### src/rtl/dram_cmd_seq.sv
// dram_cmd_seq: per-request DRAM command sequencer placed after the open-row
// policy block. It looks each request up in the policy table, issues
// PRE/ACT/RD/WR with tRP/tRCD/burst spacing, and serialises refresh as
// PREA -> REF while clearing the policy table.
//
// Optional build macro: DRAM_CMD_SEQ_STATS_EN adds saturating 16-bit
// hit/miss/conflict counters (stat_hit_o, stat_miss_o, stat_conflict_o).
//
// state      | meaning
// -----------+------------------------------------------------------------
// IDLE       | ready for a request; refresh request takes priority
// LOOKUP     | strobe policy lookup for the latched bank/row
// WAIT_STAT  | decode registered policy status (HIT/MISS/CONFLICT/retry)
// ACT        | issue ACT with the latched row
// WAIT_RCD   | ACT -> column command spacing
// COL        | issue RD or WR with the latched column
// WAIT_BURST | burst spacing before accepting the next request
// PRE        | issue PRE and invalidate the bank's open row in the policy
// WAIT_RP    | precharge spacing, then LOOKUP (after PRE) or REF (after PREA)
// PREA       | precharge all banks and clear the policy table
// REF        | issue REF, pulse ref_ack
// WAIT_RFC   | refresh recovery before returning to IDLE
module dram_cmd_seq #(
  parameter int T_RCD   = 4,
  parameter int T_RP    = 4,
  parameter int T_BURST = 4,
  parameter int T_RFC   = 8,
  parameter int CNT_W   = 8
) (
  input  logic        clk_i,
  input  logic        rst_ni,
  input  logic        req_valid_i,
  output logic        req_ready_o,
  input  logic        req_write_i,
  input  logic [1:0]  req_bg_i,
  input  logic [1:0]  req_bank_i,
  input  logic [15:0] req_row_i,
  input  logic [9:0]  req_col_i,
  input  logic        ref_req_i,
  output logic        ref_ack_o,
  output logic        pol_req_en_o,
  output logic        pol_row_resolve_o,
  output logic        pol_refresh_o,
  output logic [1:0]  pol_bank_group_o,
  output logic [1:0]  pol_bank_o,
  output logic [15:0] pol_row_o,
  input  logic [1:0]  pol_row_stat_i,
  output logic        cmd_valid_o,
  output logic [2:0]  cmd_o,
  output logic [1:0]  cmd_bg_o,
  output logic [1:0]  cmd_bank_o,
  output logic [15:0] cmd_row_o,
  output logic [9:0]  cmd_col_o
`ifdef DRAM_CMD_SEQ_STATS_EN
  ,
  output logic [15:0] stat_hit_o,
  output logic [15:0] stat_miss_o,
  output logic [15:0] stat_conflict_o
`endif
);

  typedef enum logic [3:0] {
    S_IDLE, S_LOOKUP, S_WAIT_STAT, S_ACT, S_WAIT_RCD, S_COL,
    S_WAIT_BURST, S_PRE, S_WAIT_RP, S_PREA, S_REF, S_WAIT_RFC
  } state_t;

  localparam logic [2:0] CMD_NOP  = 3'd0;
  localparam logic [2:0] CMD_ACT  = 3'd1;
  localparam logic [2:0] CMD_RD   = 3'd2;
  localparam logic [2:0] CMD_WR   = 3'd3;
  localparam logic [2:0] CMD_PRE  = 3'd4;
  localparam logic [2:0] CMD_PREA = 3'd5;
  localparam logic [2:0] CMD_REF  = 3'd6;

  localparam logic [1:0] ST_HIT      = 2'b01;
  localparam logic [1:0] ST_MISS     = 2'b10;
  localparam logic [1:0] ST_CONFLICT = 2'b11;

  // Wait states last T_x-1 cycles: load T_x-2 on entry, leave at zero.
  localparam logic [CNT_W-1:0] RCD_LD   = CNT_W'(T_RCD - 2);
  localparam logic [CNT_W-1:0] RP_LD    = CNT_W'(T_RP - 2);
  localparam logic [CNT_W-1:0] BURST_LD = CNT_W'(T_BURST - 2);
  localparam logic [CNT_W-1:0] RFC_LD   = CNT_W'(T_RFC - 2);

  state_t            state_q, state_d;
  logic [CNT_W-1:0]  cnt_q, cnt_d;
  logic              ret_ref_q, ret_ref_d;   // WAIT_RP exit: 1 -> REF, 0 -> LOOKUP
  logic              write_q, write_d;
  logic [1:0]        bg_q, bg_d;
  logic [1:0]        bank_q, bank_d;
  logic [15:0]       row_q, row_d;
  logic [9:0]        col_q, col_d;

  // State, wait counter and latched request registers.
  always_ff @(posedge clk_i or negedge rst_ni) begin
    if (!rst_ni) begin
      state_q   <= S_IDLE;
      cnt_q     <= '0;
      ret_ref_q <= 1'b0;
      write_q   <= 1'b0;
      bg_q      <= '0;
      bank_q    <= '0;
      row_q     <= '0;
      col_q     <= '0;
    end else begin
      state_q   <= state_d;
      cnt_q     <= cnt_d;
      ret_ref_q <= ret_ref_d;
      write_q   <= write_d;
      bg_q      <= bg_d;
      bank_q    <= bank_d;
      row_q     <= row_d;
      col_q     <= col_d;
    end
  end

  // Next-state, counter load/decrement and command/policy output decode.
  always_comb begin
    state_d           = state_q;
    cnt_d             = cnt_q;
    ret_ref_d         = ret_ref_q;
    write_d           = write_q;
    bg_d              = bg_q;
    bank_d            = bank_q;
    row_d             = row_q;
    col_d             = col_q;
    req_ready_o       = 1'b0;
    ref_ack_o         = 1'b0;
    pol_req_en_o      = 1'b0;
    pol_row_resolve_o = 1'b0;
    pol_refresh_o     = 1'b0;
    cmd_valid_o       = 1'b0;
    cmd_o             = CMD_NOP;
    cmd_bg_o          = '0;
    cmd_bank_o        = '0;
    cmd_row_o         = '0;
    cmd_col_o         = '0;

    case (state_q)
      S_IDLE: begin
        req_ready_o = !ref_req_i;
        if (ref_req_i) begin
          state_d = S_PREA;
        end else if (req_valid_i) begin
          write_d = req_write_i;
          bg_d    = req_bg_i;
          bank_d  = req_bank_i;
          row_d   = req_row_i;
          col_d   = req_col_i;
          state_d = S_LOOKUP;
        end
      end
      S_LOOKUP: begin
        pol_req_en_o = 1'b1;
        state_d      = S_WAIT_STAT;
      end
      S_WAIT_STAT: begin
        case (pol_row_stat_i)
          ST_HIT:      state_d = S_COL;
          ST_MISS:     state_d = S_ACT;
          ST_CONFLICT: state_d = S_PRE;
          default:     state_d = S_LOOKUP;
        endcase
      end
      S_ACT: begin
        cmd_valid_o = 1'b1;
        cmd_o       = CMD_ACT;
        cmd_bg_o    = bg_q;
        cmd_bank_o  = bank_q;
        cmd_row_o   = row_q;
        cnt_d       = RCD_LD;
        state_d     = S_WAIT_RCD;
      end
      S_WAIT_RCD: begin
        if (cnt_q == '0) state_d = S_COL;
        else             cnt_d   = cnt_q - CNT_W'(1);
      end
      S_COL: begin
        cmd_valid_o = 1'b1;
        cmd_o       = write_q ? CMD_WR : CMD_RD;
        cmd_bg_o    = bg_q;
        cmd_bank_o  = bank_q;
        cmd_col_o   = col_q;
        cnt_d       = BURST_LD;
        state_d     = S_WAIT_BURST;
      end
      S_WAIT_BURST: begin
        if (cnt_q == '0) state_d = S_IDLE;
        else             cnt_d   = cnt_q - CNT_W'(1);
      end
      S_PRE: begin
        // The invalidate lookup returns status 00, which nobody consumes.
        cmd_valid_o       = 1'b1;
        cmd_o             = CMD_PRE;
        cmd_bg_o          = bg_q;
        cmd_bank_o        = bank_q;
        pol_req_en_o      = 1'b1;
        pol_row_resolve_o = 1'b1;
        cnt_d             = RP_LD;
        ret_ref_d         = 1'b0;
        state_d           = S_WAIT_RP;
      end
      S_WAIT_RP: begin
        if (cnt_q == '0) state_d = ret_ref_q ? S_REF : S_LOOKUP;
        else             cnt_d   = cnt_q - CNT_W'(1);
      end
      S_PREA: begin
        cmd_valid_o   = 1'b1;
        cmd_o         = CMD_PREA;
        pol_refresh_o = 1'b1;
        cnt_d         = RP_LD;
        ret_ref_d     = 1'b1;
        state_d       = S_WAIT_RP;
      end
      S_REF: begin
        cmd_valid_o = 1'b1;
        cmd_o       = CMD_REF;
        ref_ack_o   = 1'b1;
        cnt_d       = RFC_LD;
        state_d     = S_WAIT_RFC;
      end
      S_WAIT_RFC: begin
        if (cnt_q == '0) state_d = S_IDLE;
        else             cnt_d   = cnt_q - CNT_W'(1);
      end
      default: state_d = S_IDLE;
    endcase
  end

  assign pol_bank_group_o = bg_q;
  assign pol_bank_o       = bank_q;
  assign pol_row_o        = row_q;

`ifdef DRAM_CMD_SEQ_STATS_EN
  logic [15:0] hit_q, miss_q, conflict_q;

  // Saturating lookup-outcome counters; the retry status counts nothing.
  always_ff @(posedge clk_i or negedge rst_ni) begin
    if (!rst_ni) begin
      hit_q      <= '0;
      miss_q     <= '0;
      conflict_q <= '0;
    end else if (state_q == S_WAIT_STAT) begin
      if (pol_row_stat_i == ST_HIT && hit_q != 16'hFFFF)
        hit_q <= hit_q + 16'd1;
      if (pol_row_stat_i == ST_MISS && miss_q != 16'hFFFF)
        miss_q <= miss_q + 16'd1;
      if (pol_row_stat_i == ST_CONFLICT && conflict_q != 16'hFFFF)
        conflict_q <= conflict_q + 16'd1;
    end
  end

  assign stat_hit_o      = hit_q;
  assign stat_miss_o     = miss_q;
  assign stat_conflict_o = conflict_q;
`endif

endmodule

### config.mk
export PLATFORM = sky130hd
export DESIGN_NAME = dram_cmd_seq
export DESIGN_NICKNAME = d
export VERILOG_FILES = /design/src/rtl/dram_cmd_seq.sv
export SDC_FILE = /design/constraint.sdc
export NUM_CORES = 1
export LEC_CHECK = 0
export ABC_AREA = 1
export CELL_PAD_IN_SITES_DETAIL_PLACEMENT = 1
export CELL_PAD_IN_SITES_GLOBAL_PLACEMENT = 2
export CORE_UTILIZATION = 26
export DETAILED_ROUTE_END_ITERATION = 7
export MAX_ROUTING_LAYER = met4
export PLACE_DENSITY_LB_ADDON = 0.1
export SYNTH_ARGS = -nofsm -noshare
export SYNTH_HDL_FRONTEND = slang
export SYNTH_SLANG_ARGS = --single-unit
### constraint.sdc
create_clock -name clk_i -period 3.8 [get_ports clk_i]
set_input_delay 1.14 -clock clk_i [delete_from_list [all_inputs] [get_ports clk_i]]
set_output_delay 1.14 -clock clk_i [all_outputs]
set_load 0.05 [all_outputs]
Word level (Yosys, flattened, before mapping)

Cells that the tools add are included.
W data, S select, Z words.

Flip-flop bits (word level): 44
Output and inout port bits: 59
Input bits: 37
Word-level logic and storage cells: 67

Equality and inequality tests: 19
Reduce and logical (&&, ||, !) cells: 15
Mux-type cells: 23
Bitwise gates (word level): 1
$add $sub $neg: 1

Operator list:

| operator              | count |
|---|---|
| $pmux W4 S10          | 1 |
| $mux W4               | 6 |
| $pmux W8 S3           | 1 |
| $eq A4 B3 Y1 const B  | 4 |
| $eq A4 B4 Y1 const B  | 4 |
| $mux W16              | 1 |
| $pmux W3 S5           | 1 |
| $mux W10              | 1 |
| $pmux W3 S3           | 1 |
| $eq A4 B2 Y1 const B  | 2 |
| $logic_not A8 Y1      | 1 |
| $mux W8               | 1 |
| $reduce_or A4 Y1      | 2 |
| $sub A8 B1 Y8 const B | 1 |
| $mux W1               | 7 |
| $ne A2 B2 Y1 const B  | 3 |
| $reduce_or A2 Y1      | 3 |
| $reduce_or A5 Y1      | 1 |
| $eq A2 B2 Y1 const B  | 2 |
| $eq A4 B1 Y1 const B  | 1 |
| $logic_not A4 Y1      | 1 |
| $mux W2               | 2 |
| $reduce_and A4 Y1     | 1 |
| $ne A3 B3 Y1 const B  | 1 |
| other kinds (10)      | 10 |

Longest topological paths before layout

Gate-level depths: netlist of the first run.

Depth in word-level cells: 4
Gate-level depth with buffers: 10
Depth with buffers taken out: 10

Worst setup path after synthesis of the first run

OpenSTA, ideal clock, no wires.

Kind: flip-flop to output port
From: register state_q[2]
To: output cmd_bank_o[0]
Path slack: 797 ps
Required time: 2,660 ps
Buffers on the path: 0
Stages on the path, launching flop included: 7
Arrival: 1,863 ps
Cell sequence: dfrtp_1 > inv_2 > nor2_1 > nand2_1 > inv_1 > nor2_1 > nor2_1

Word-level cells in the longest chain between the ends: 3
Elaborated cells on any way between the ends: 5
Classes of those cells: eq/ne: 3; mux: 1; reduce/logical: 1

Ends and longest elaborated chain:

| what                                                | line | RTL |
|---|---|---|
| start: declaration                                  | 85   | `state_t state_q, state_d;` |
| start signal: assignment                            | 106  | `state_q <= state_d;` |
| $eq A4 B3 Y1 / $eq A4 B2 Y1 (equally long branches) | 139  | `case (state_q)` |
| $reduce_or A3 Y1 (no source line) (*)               | -    |  |
| $mux W2 (*)                                         | 139  |  |
| end: declaration                                    | 51   | `output logic [1:0] cmd_bank_o,` |

Every way passes the cells marked *; elsewhere a longest branch is shown, timed or not.

Worst setup path after layout of the first run

From: register state_q[3]
To: output cmd_col_o[2]

Word-level cells in the longest chain between the ends: 2

Ends and longest elaborated chain:

| what             | line | RTL |
|---|---|---|
| $eq A4 B3 Y1     | 139  |  |
| $mux W10         | 139  |  |
| end: declaration | 53   | `output logic [9:0] cmd_col_o` |

No other way between the ends.

==> results of run 1 <==
## worst max-delay path, delay by kind of cell, from the launching register on
kind | cells | cell delay [ns]
buf+inv | 3 | 1.13
simple gates | 3 | 0.50
flops | 1 | 0.45
## sequential cells by signal, summed over array words and instances, names as in the netlist
name              flops
pol_bank_o            2
write_q               1
pol_row_o            16
pol_bank_group_o      2
state_q               4
col_q                10
cnt_q                 8
ret_ref_q             1
## kinds of logic after synthesis
family | Yosys count | share of synthesized area (%)
flops | 44 | 43.5
simple gates | 169 | 32.0
xor+xnor | 2 | 0.692
buf+inv | 62 | 11.0
fa+ha+maj | 1 | 0.494
compound gates | 39 | 12.4
## report_power, final
part / switching (mW) / total, mW / leakage [nW] / internal (mW)
clock network: 0.168 / 0.317 / 0.0455 / 0.149
registers: 0.125 / 0.797 / 0.501 / 0.672
logic: 1.48 / 2.16 / 1.32 / 0.681
## layer usage
layer / global-route usage [%] / part of all wire [%] / vias to the layer above
li1: - / - / 1156
met1: 20.2 / 47 / 1116
met2: 25.9 / 46 / 53
met3: 4.23 / 5.4 / 9
met4: 4.24 / 1.1 / 0
met5: - / 0 / -
## layout make-up
| type | instances | area share, % |
|---|---|---|
| multi-input cells | 211 | 31.2 |
| flip-flops and latches | 44 | 29.8 |
| repair buffers | 98 | 26.7 |
| inverters | 54 | 5.48 |
| well taps | 129 | 4.37 |
| clock buffers | 8 | 2.44 |
## worst paths after layout
| path | end |
|---|---|
| max reg2reg | pol_row_o[10]$_DFFE_PN0P_ |
| min reg2reg | write_q$_DFFE_PN0P_ |
| min in group asynchronous | pol_row_o[2]$_DFFE_PN0P_ |
| max | cmd_col_o[2] |
| max in group asynchronous | col_q[8]$_DFFE_PN0P_ |
| min | write_q$_DFFE_PN0P_ |
## timing repair
action / in CTS / in global routing
resized for setup: 1 / 4
setup endpoints to repair: 1 / 4
hold endpoints to repair: 0 / 0
## cells in the mapped netlist, drive strengths merged
library cell,n
o221ai,1
nand4,4
clkbuf,2
a21oi,31
dfrtp,44
inv,54
nand2,63
buf,6
xor2,2
nor2,86
o21ai,6
ha,1
o22ai,1
nand3,16
## cells in the final DEF (no fill, tap or decap)
| cell | instances |
|---|---|
| clkdlybuf4s50_1 | 88 |
| nand2_1 | 55 |
| nor2_1 | 53 |
| inv_1 | 48 |
| dfrtp_1 | 44 |
| nor2_2 | 31 |
| a21oi_2 | 30 |
| nand3_1 | 15 |
| inv_2 | 6 |
| clkbuf_8 | 6 |
| nand2_4 | 4 |
| nand2_2 | 4 |
| nand4_1 | 4 |
| o21ai_0 | 4 |
| dlymetal6s2s_1 | 4 |
| buf_4 | 3 |
| o21ai_1 | 2 |
| xor2_1 | 2 |
| clkbuf_1 | 2 |
| nand3_2 | 1 |
| nor2_8 | 1 |
| nor2_4 | 1 |
| a21oi_1 | 1 |
| o22ai_1 | 1 |
| o221ai_1 | 1 |
| ha_1 | 1 |
| buf_2 | 1 |
| dlygate4sd2_1 | 1 |
| buf_12 | 1 |
==> results.toml, run 1 <==
[logic_synthesis]
avgSynthCellArea_um2 = 7.99
synth_seq_area_share_pct = 43.5
synth_area_um2 = 2530
synth_nets = 355
syn_inst = 317
yosysTopAreaCell = "dfrtp_1"
synth_area_leaders = "dfrtp_1 43%, a21oi_2 10%, nand2_1 8.2%"
synthDominantCellAreaShare_pct = 43.5
synthDistinctLibCells = 23
ys_warn_count = 0
ys_seq_elements = 44

[setup_path]
required_ns = 2.66
slowest_delay_ns = 0.83
r2r_start = "state_q[1]$_DFFE_PN0P_"
reg2reg_slack_ns = 1.90
ff2ff_path_depth = 7
cp_cell_sequence = "inv_2, nand2_1, nor2_1, inv_2, nor2_1, clkdlybuf4s50_1"
startpoint_type = "flip-flop"
end_kind = "output pin"
crit_fanout = 11
crit_type = "flip-flop to output pin"
worstPathArrival_ns = 2.38
startpoint = "state_q[3]$_DFFE_PN0P_"
cpMaxStageDelayCell = "clkdlybuf4s50_1"

[route]
detail_route.wirelength_um = 7320
viasPerCell = 4.29
wl_per_cell_um = 13.4
drc = 0
drtIter0Drc = 74
num_vias = 2334
drtPass1Iterations = 4
drtAntennaViolNets = 0

[clocking]
cts_buffers = 5
cts_tree = "yes"
clock-root-buffer = "clkbuf_8"
cts_max_level = 2
cts_sinks = 44
clkLatencyLatePin_ns = 0.30
cts_hold_buf = 0
clkSlewWorstSetupHoldPaths_ns = 0.08
postCtsSetupRepairBufs = 0
clock_path_buffers = 2

[sta]
fin_crit_sh_pct = 92.7
slew_viol_final = 0
final_hold_viol_count = 0
fmax_mhz = 284
setup_tns_ns = 0
whs_ns = 0.488
worstMarginPinSlew_ns = 0.988
fin_ws_ns = 0.277
setup_viol = 0
rsz0062_at_grt = "false"
slew_headroom_pct = 34.1
finalClockSkew_ns = 0.00522
final_period_minus_worst_setup_slack_ns = 3.52

[placement]
portBuffers = 95
dp_hpwl_um = 5570
dp_slack_ns = 0.344
placedCellCount = 536
gp_congestion = 0.798
dpl_cell_area_um2 = 3600

[grt]
track_usage_pct = 16.2
grt_pass1_wl_um = 12300
grt_pass1_vias = 2503
grt_max_degree = 62
grt_remaining_overflow = 0
antenna_found_initial = 0

[finish]
regArea_um2 = 1100
stdcell_area_um2 = 3700
nFillCells = 1138
multi_input_area_um2 = 1150
nets = 452
post-route-util_pct = 39.6
layout-drive-gt1-share_pct = 21.4
syn2layout_area_growth_pct = 45.9
final_cells = 544
n_antenna_cell = 0

[job]
drv_cap = 0

[power_and_ir_drop]
power_leakage_nw = 1.86
vdd_drop_max_v = 0.000359
power_density_nw_per_um2 = 886
total_power_mw = 3.28

[hold_path]
hold_path.startpoint = "write_q$_DFFE_PN0P_"
hold_path_depth = 2
hold_class = "flip-flop to flip-flop"

[floorplan]
die_y_um = 101
die_area_um2 = 10100
core-area_um2 = 9330
rows = 35
die_width_um = 101
initial_core_util_pct = 27.1
io_pins = 96

[status]
status = "complete, no violations"
Power figures use the tool's default switching activity.
==> run 2: changes to the inputs <==
--- a/config.mk
+++ b/config.mk
@@ -12,6 +12,7 @@
 export DETAILED_ROUTE_END_ITERATION = 7
 export MAX_ROUTING_LAYER = met4
 export PLACE_DENSITY_LB_ADDON = 0.1
+export SETUP_SLACK_MARGIN = 0.3
 export SYNTH_ARGS = -nofsm -noshare
 export SYNTH_HDL_FRONTEND = slang
 export SYNTH_SLANG_ARGS = --single-unit
==> results.toml, run 2 (synthesized netlist as in run 1, its figures left out) <==
[finish]
largest_reg_flops = 16
syn2layout_area_growth_pct = 45.4
layout-drive-gt1-share_pct = 22.7
layout_commonest_cell = "clkdlybuf4s50_1"
n_antenna_cell = 0
layout_common_cells = "64 x clkdlybuf4s50_1, 55 x nand2_1, 53 x nor2_1, 48 x inv_1, 44 x dfrtp_1"
nets = 452

[sta]
setup_tns_ns = 0
slew_headroom_pct = 34.2
fin_crit_sh_pct = 88.8
setup_viol = 0
slew_viol_final = 0
finalClockSkew_ns = 0.00301
worstMarginPinSlew_ns = 0.986
final_period_minus_worst_setup_slack_ns = 3.37
rsz0062_at_grt = "false"
fmax_mhz = 296
final_hold_viol_count = 0

[setup_path]
ff2ff_path_depth = 7
crit_type = "flip-flop to output pin"
required_ns = 2.66
slowest_delay_ns = 0.84
startpoint_type = "flip-flop"
cpMaxStageDelayCell = "clkdlybuf4s50_1"
crit_fanout = 6
cp_cell_sequence = "inv_2, nor2_2, nand2_1, nand3_2, clkdlybuf4s50_1"
worstPathArrival_ns = 2.23
end_kind = "output pin"
reg2reg_slack_ns = 1.91

[power_and_ir_drop]
p_sw_mw = 1.77
power_leakage_nw = 2.08
power_frac_seq_pct = 24.6
clockPowerShare_pct = 9.8
vdd_drop_max_v = 0.000342
total_power_mw = 3.24
power_density_nw_per_um2 = 879
p_int_mw = 1.47
swShare_pct = 54.7
p_comb_share_pct = 65.6

[clocking]
postCtsSetupRepairBufs = 0
clock_path_buffers = 2
cts_max_level = 2
cts_tree = "yes"
cts_hold_buf = 0
cts_buffers = 5
clock-root-buffer = "clkbuf_8"
cts_sinks = 44
clkLatencyLatePin_ns = 0.30
clkSlewWorstSetupHoldPaths_ns = 0.09

[status]
status = "complete, no violations"

[floorplan]
die_area_um2 = 10100
io_pins = 96
rows = 35
die_y_um = 101
core-area_um2 = 9330
initial_core_util_pct = 27.1
die_width_um = 101

[placement]
gp_congestion = 0.798
dp_hpwl_um = 5570
portBuffers = 95

[grt]
grt_max_degree = 62
grt_remaining_overflow = 0
antenna_found_initial = 0
track_usage_pct = 16.1
grt_pass1_vias = 2491
grt_pass1_wl_um = 12300

[hold_path]
hold_class = "flip-flop to flip-flop"
hold_path_depth = 2

[route]
drtIter0Drc = 79
detail_route.wirelength_um = 7300
drtPass1Iterations = 4
viasPerCell = 4.27
num_vias = 2323
drtAntennaViolNets = 0
wl_per_cell_um = 13.4
drc = 0

[job]
drv_cap = 0
run 2: cell types whose count changed in the layout (fill, tap and decap cells not counted), sizes merged:
cell,before,now
clkdlybuf4s50,88,64
dlymetal6s2s,4,13
dlygate4sd2,1,11
clkbuf,8,13
run 2: timing repair:
item,in CTS,in global routing
resized for setup,16,23
hold endpoints to repair,0,0
setup endpoints to repair,16,18
run 2: worst paths after layout:
| check | from | endpoint |
|---|---|---|
| max in group asynchronous | rst_ni | col_q[8]$_DFFE_PN0P_ |
| min in group asynchronous | rst_ni | pol_row_o[2]$_DFFE_PN0P_ |
| setup / recovery | state_q[3]$_DFFE_PN0P_ | cmd_o[2] |
| setup reg to reg | state_q[1]$_DFFE_PN0P_ | pol_row_o[10]$_DFFE_PN0P_ |
| hold reg to reg | write_q$_DFFE_PN0P_ | write_q$_DFFE_PN0P_ |
| hold / removal | write_q$_DFFE_PN0P_ | write_q$_DFFE_PN0P_ |
run 2: power groups by stage:
stage	combinational, mW	clock (mW)	sequential, mW
2_1_floorplan	1.20	0	1.12
4_1_cts	2.17	0.333	0.801
5_1_grt	2.31	0.350	0.826
3_5_place_dp	2.19	0	0.809
6_report	2.12	0.318	0.796
3_3_place_gp	2.18	0	0.802
run 2: layout make-up:
| cell class | instances | area [um2] |
|---|---|---|
| Multi-Input combinational cell | 211 | 1150 |
| Inverter | 54 | 203 |
| Fill cell | 1150 | 5650 |
| Clock buffer | 8 | 90.1 |
| Tap cell | 129 | 161 |
| Sequential cell | 44 | 1100 |
| Timing Repair Buffer | 98 | 972 |
run 2: stage by stage:
| stage | hold slack [ns] | util [%] | area (um2) | setup WS (ns) | instances |
|---|---|---|---|---|---|
| global placement | 0.459 | 38.6 | 3600 | 0.451 | 536 |
| detailed placement | 0.464 | 38.6 | 3600 | 0.344 | 536 |
| floorplan | 0.442 | - | 2530 | 0.797 | 317 |
| CTS | 0.485 | 39.3 | 3670 | 0.280 | 544 |
| finish | 0.488 | 39.5 | 3680 | 0.426 | 544 |
| global route | 0.538 | 39.5 | 3680 | 0.311 | 544 |
run 2: routing by layer:
metal | global-route usage [%] | share of wire, % | vias to the layer above
met3 | 4.23 | 5.4 | 6
met2 | 25.8 | 47 | 53
met4 | 4.24 | 0.82 | 0
met5 | - | 0 | -
met1 | 20.2 | 47 | 1112
li1 | - | - | 1152
run 2: critical path, delay by kind of cell (launching register included):
kind,cells,cell delay [ns]
DFF,1,0.46
buffers and inverters,2,0.93
and+or+nand+nor,3,0.54
==> run 3: changes to the inputs <==
--- a/config.mk
+++ b/config.mk
@@ -11,7 +11,7 @@
 export CORE_UTILIZATION = 26
 export DETAILED_ROUTE_END_ITERATION = 7
 export MAX_ROUTING_LAYER = met4
-export PLACE_DENSITY_LB_ADDON = 0.1
+export PLACE_DENSITY_LB_ADDON = 0.05
 export SETUP_SLACK_MARGIN = 0.3
 export SYNTH_ARGS = -nofsm -noshare
 export SYNTH_HDL_FRONTEND = slang
==> results.toml, run 3 (synthesized netlist as in run 1, its figures left out) <==
[placement]
placedCellCount = 536
dp_slack_ns = 0.367
dp_hpwl_um = 5560
portBuffers = 95
dpl_cell_area_um2 = 3600
gp_congestion = 0.839

[floorplan]
initial_core_util_pct = 27.1
die_width_um = 101
io_pins = 96
die_area_um2 = 10100
die_y_um = 101
rows = 35
core-area_um2 = 9330

[setup_path]
worstPathArrival_ns = 2.21
end_kind = "output pin"
slowest_delay_ns = 0.85
crit_type = "flip-flop to output pin"
crit_family = "buffers and inverters"
startpoint_type = "flip-flop"
crit_fanout = 6
startpoint = "state_q[3]$_DFFE_PN0P_"
cpMaxStageDelayCell = "clkdlybuf4s50_1"
cp_num_buf_inv = 2
reg2reg_slack_ns = 1.89
cp_cell_sequence = "inv_2, nor2_2, nand2_1, nand3_2, clkdlybuf4s50_1"
required_ns = 2.66
r2r_start = "state_q[2]$_DFFE_PN0P_"

[finish]
nFillCells = 1169
syn2layout_area_growth_pct = 43.7
stdcell_area_um2 = 3640
layout_commonest_cell = "clkdlybuf4s50_1"
largest_reg_flops = 16
final_cells = 543
nets = 452
n_antenna_cell = 0
layout-drive-gt1-share_pct = 22.7
layout_common_cells = "67 x clkdlybuf4s50_1, 55 x nand2_1, 53 x nor2_1, 48 x inv_1, 44 x dfrtp_1"

[power_and_ir_drop]
clockPowerShare_pct = 9.2
vdd_drop_max_v = 0.000351
p_comb_share_pct = 65.7
power_density_nw_per_um2 = 880
total_power_mw = 3.20
power_leakage_nw = 1.94
p_sw_mw = 1.77
swShare_pct = 55.2
p_int_mw = 1.43
power_frac_seq_pct = 25.1

[job]
drv_cap = 0

[clocking]
clkSlewWorstSetupHoldPaths_ns = 0.08
clkLatencyLatePin_ns = 0.31
clock-root-buffer = "clkbuf_8"
cts_tree = "yes"
cts_sinks = 44
cts_buffers = 5
postCtsSetupRepairBufs = 0
cts_max_level = 2
clock_path_buffers = 2

[sta]
worstMarginPinSlew_ns = 0.992
setup_viol = 0
final_period_minus_worst_setup_slack_ns = 3.35
fmax_mhz = 299
slew_headroom_pct = 33.9
fin_ws_ns = 0.452
final_hold_viol_count = 0
rsz0062_at_grt = "false"
finalClockSkew_ns = 0.0175
fin_crit_sh_pct = 88.1
slew_viol_final = 0
setup_tns_ns = 0

[grt]
grt_pass1_vias = 2400
track_usage_pct = 15.7
grt_max_degree = 62
antenna_found_initial = 0
grt_pass1_wl_um = 12000
grt_remaining_overflow = 0

[route]
wl_per_cell_um = 13.5
drtPass1Iterations = 4
viasPerCell = 4.22
detail_route.wirelength_um = 7320
drtAntennaViolNets = 0
drc = 0
drtIter0Drc = 39
num_vias = 2292

[status]
status = "complete, no violations"

[hold_path]
hold_path.startpoint = "write_q$_DFFE_PN0P_"
hold_class = "flip-flop to flip-flop"
[run 3: cell count changes in the layout (fill, tap and decap cells not counted)]
cell             before  now
clkinv_2              0    1
dlymetal6s2s_1       13    4
dlygate4sd2_1        11   17
clkdlybuf4s50_1      64   67
clkbuf_8              6    5
clkbuf_1              2    1
[run 3: final cells by class]
cell class	instances	area (um2)	share of cell area, %
multi-input cells	211	1150	31.7
flip-flops and latches	44	1100	30.3
repair buffers	98	942	25.9
inverters	54	203	5.57
well taps	129	161	4.44
clock buffers	6	72.6	1.99
clock inverters	1	5.00	0.138
[run 3: worst paths after layout]
kind,to,cells past startpoint
max,cmd_o[2],5
min,write_q$_DFFE_PN0P_,2
max reg2reg,pol_row_o[10]$_DFFE_PN0P_,7
min reg2reg,write_q$_DFFE_PN0P_,2
max in group asynchronous,ret_ref_q$_DFFE_PN0P_,2
min in group asynchronous,pol_row_o[15]$_DFFE_PN0P_,1
[run 3: power by group through the flow]
stage	clock network, mW	registers, mW	logic [mW]
finish	0.294	0.803	2.10
global route	0.325	0.829	2.30
CTS	0.308	0.805	2.15
detailed placement	0	0.810	2.19
global placement	0	0.800	2.18
floorplan	0	1.12	1.20
[run 3: timing repair]
action	CTS	global route
hold buffers	0	0
endpoints found under the hold margin	0	0
setup endpoints to repair	22	9
gates resized for setup	22	14
pin swaps	0	0
[run 3: per-stage QoR]
step                      utilization, %  hold WS, ns
after floorplan                        -        0.442
after global placement              38.6        0.458
after detailed placement            38.6        0.465
after CTS                           39.1        0.485
after global routing                39.0        0.515
final                               39.0        0.484
[run 3: worst register-to-register path, stage by stage (launching register included)]
cell and delay, ns:
dfrtp_1 0.49, nor2_2 0.11, nand2_1 0.12, nor2_4 0.06
nand2_4 0.05, buf_4 0.74, nor2_1 0.14, a21oi_2 0.14
[run 3: metal layers]
layer	GRT usage [%]	vias to the layer above	part of all wire [%]
met2	25.0	57	47
met1	20.3	1077	48
li1	-	1154	-
met4	3.01	0	0.29
met3	3.81	4	4.9
met5	-	-	0
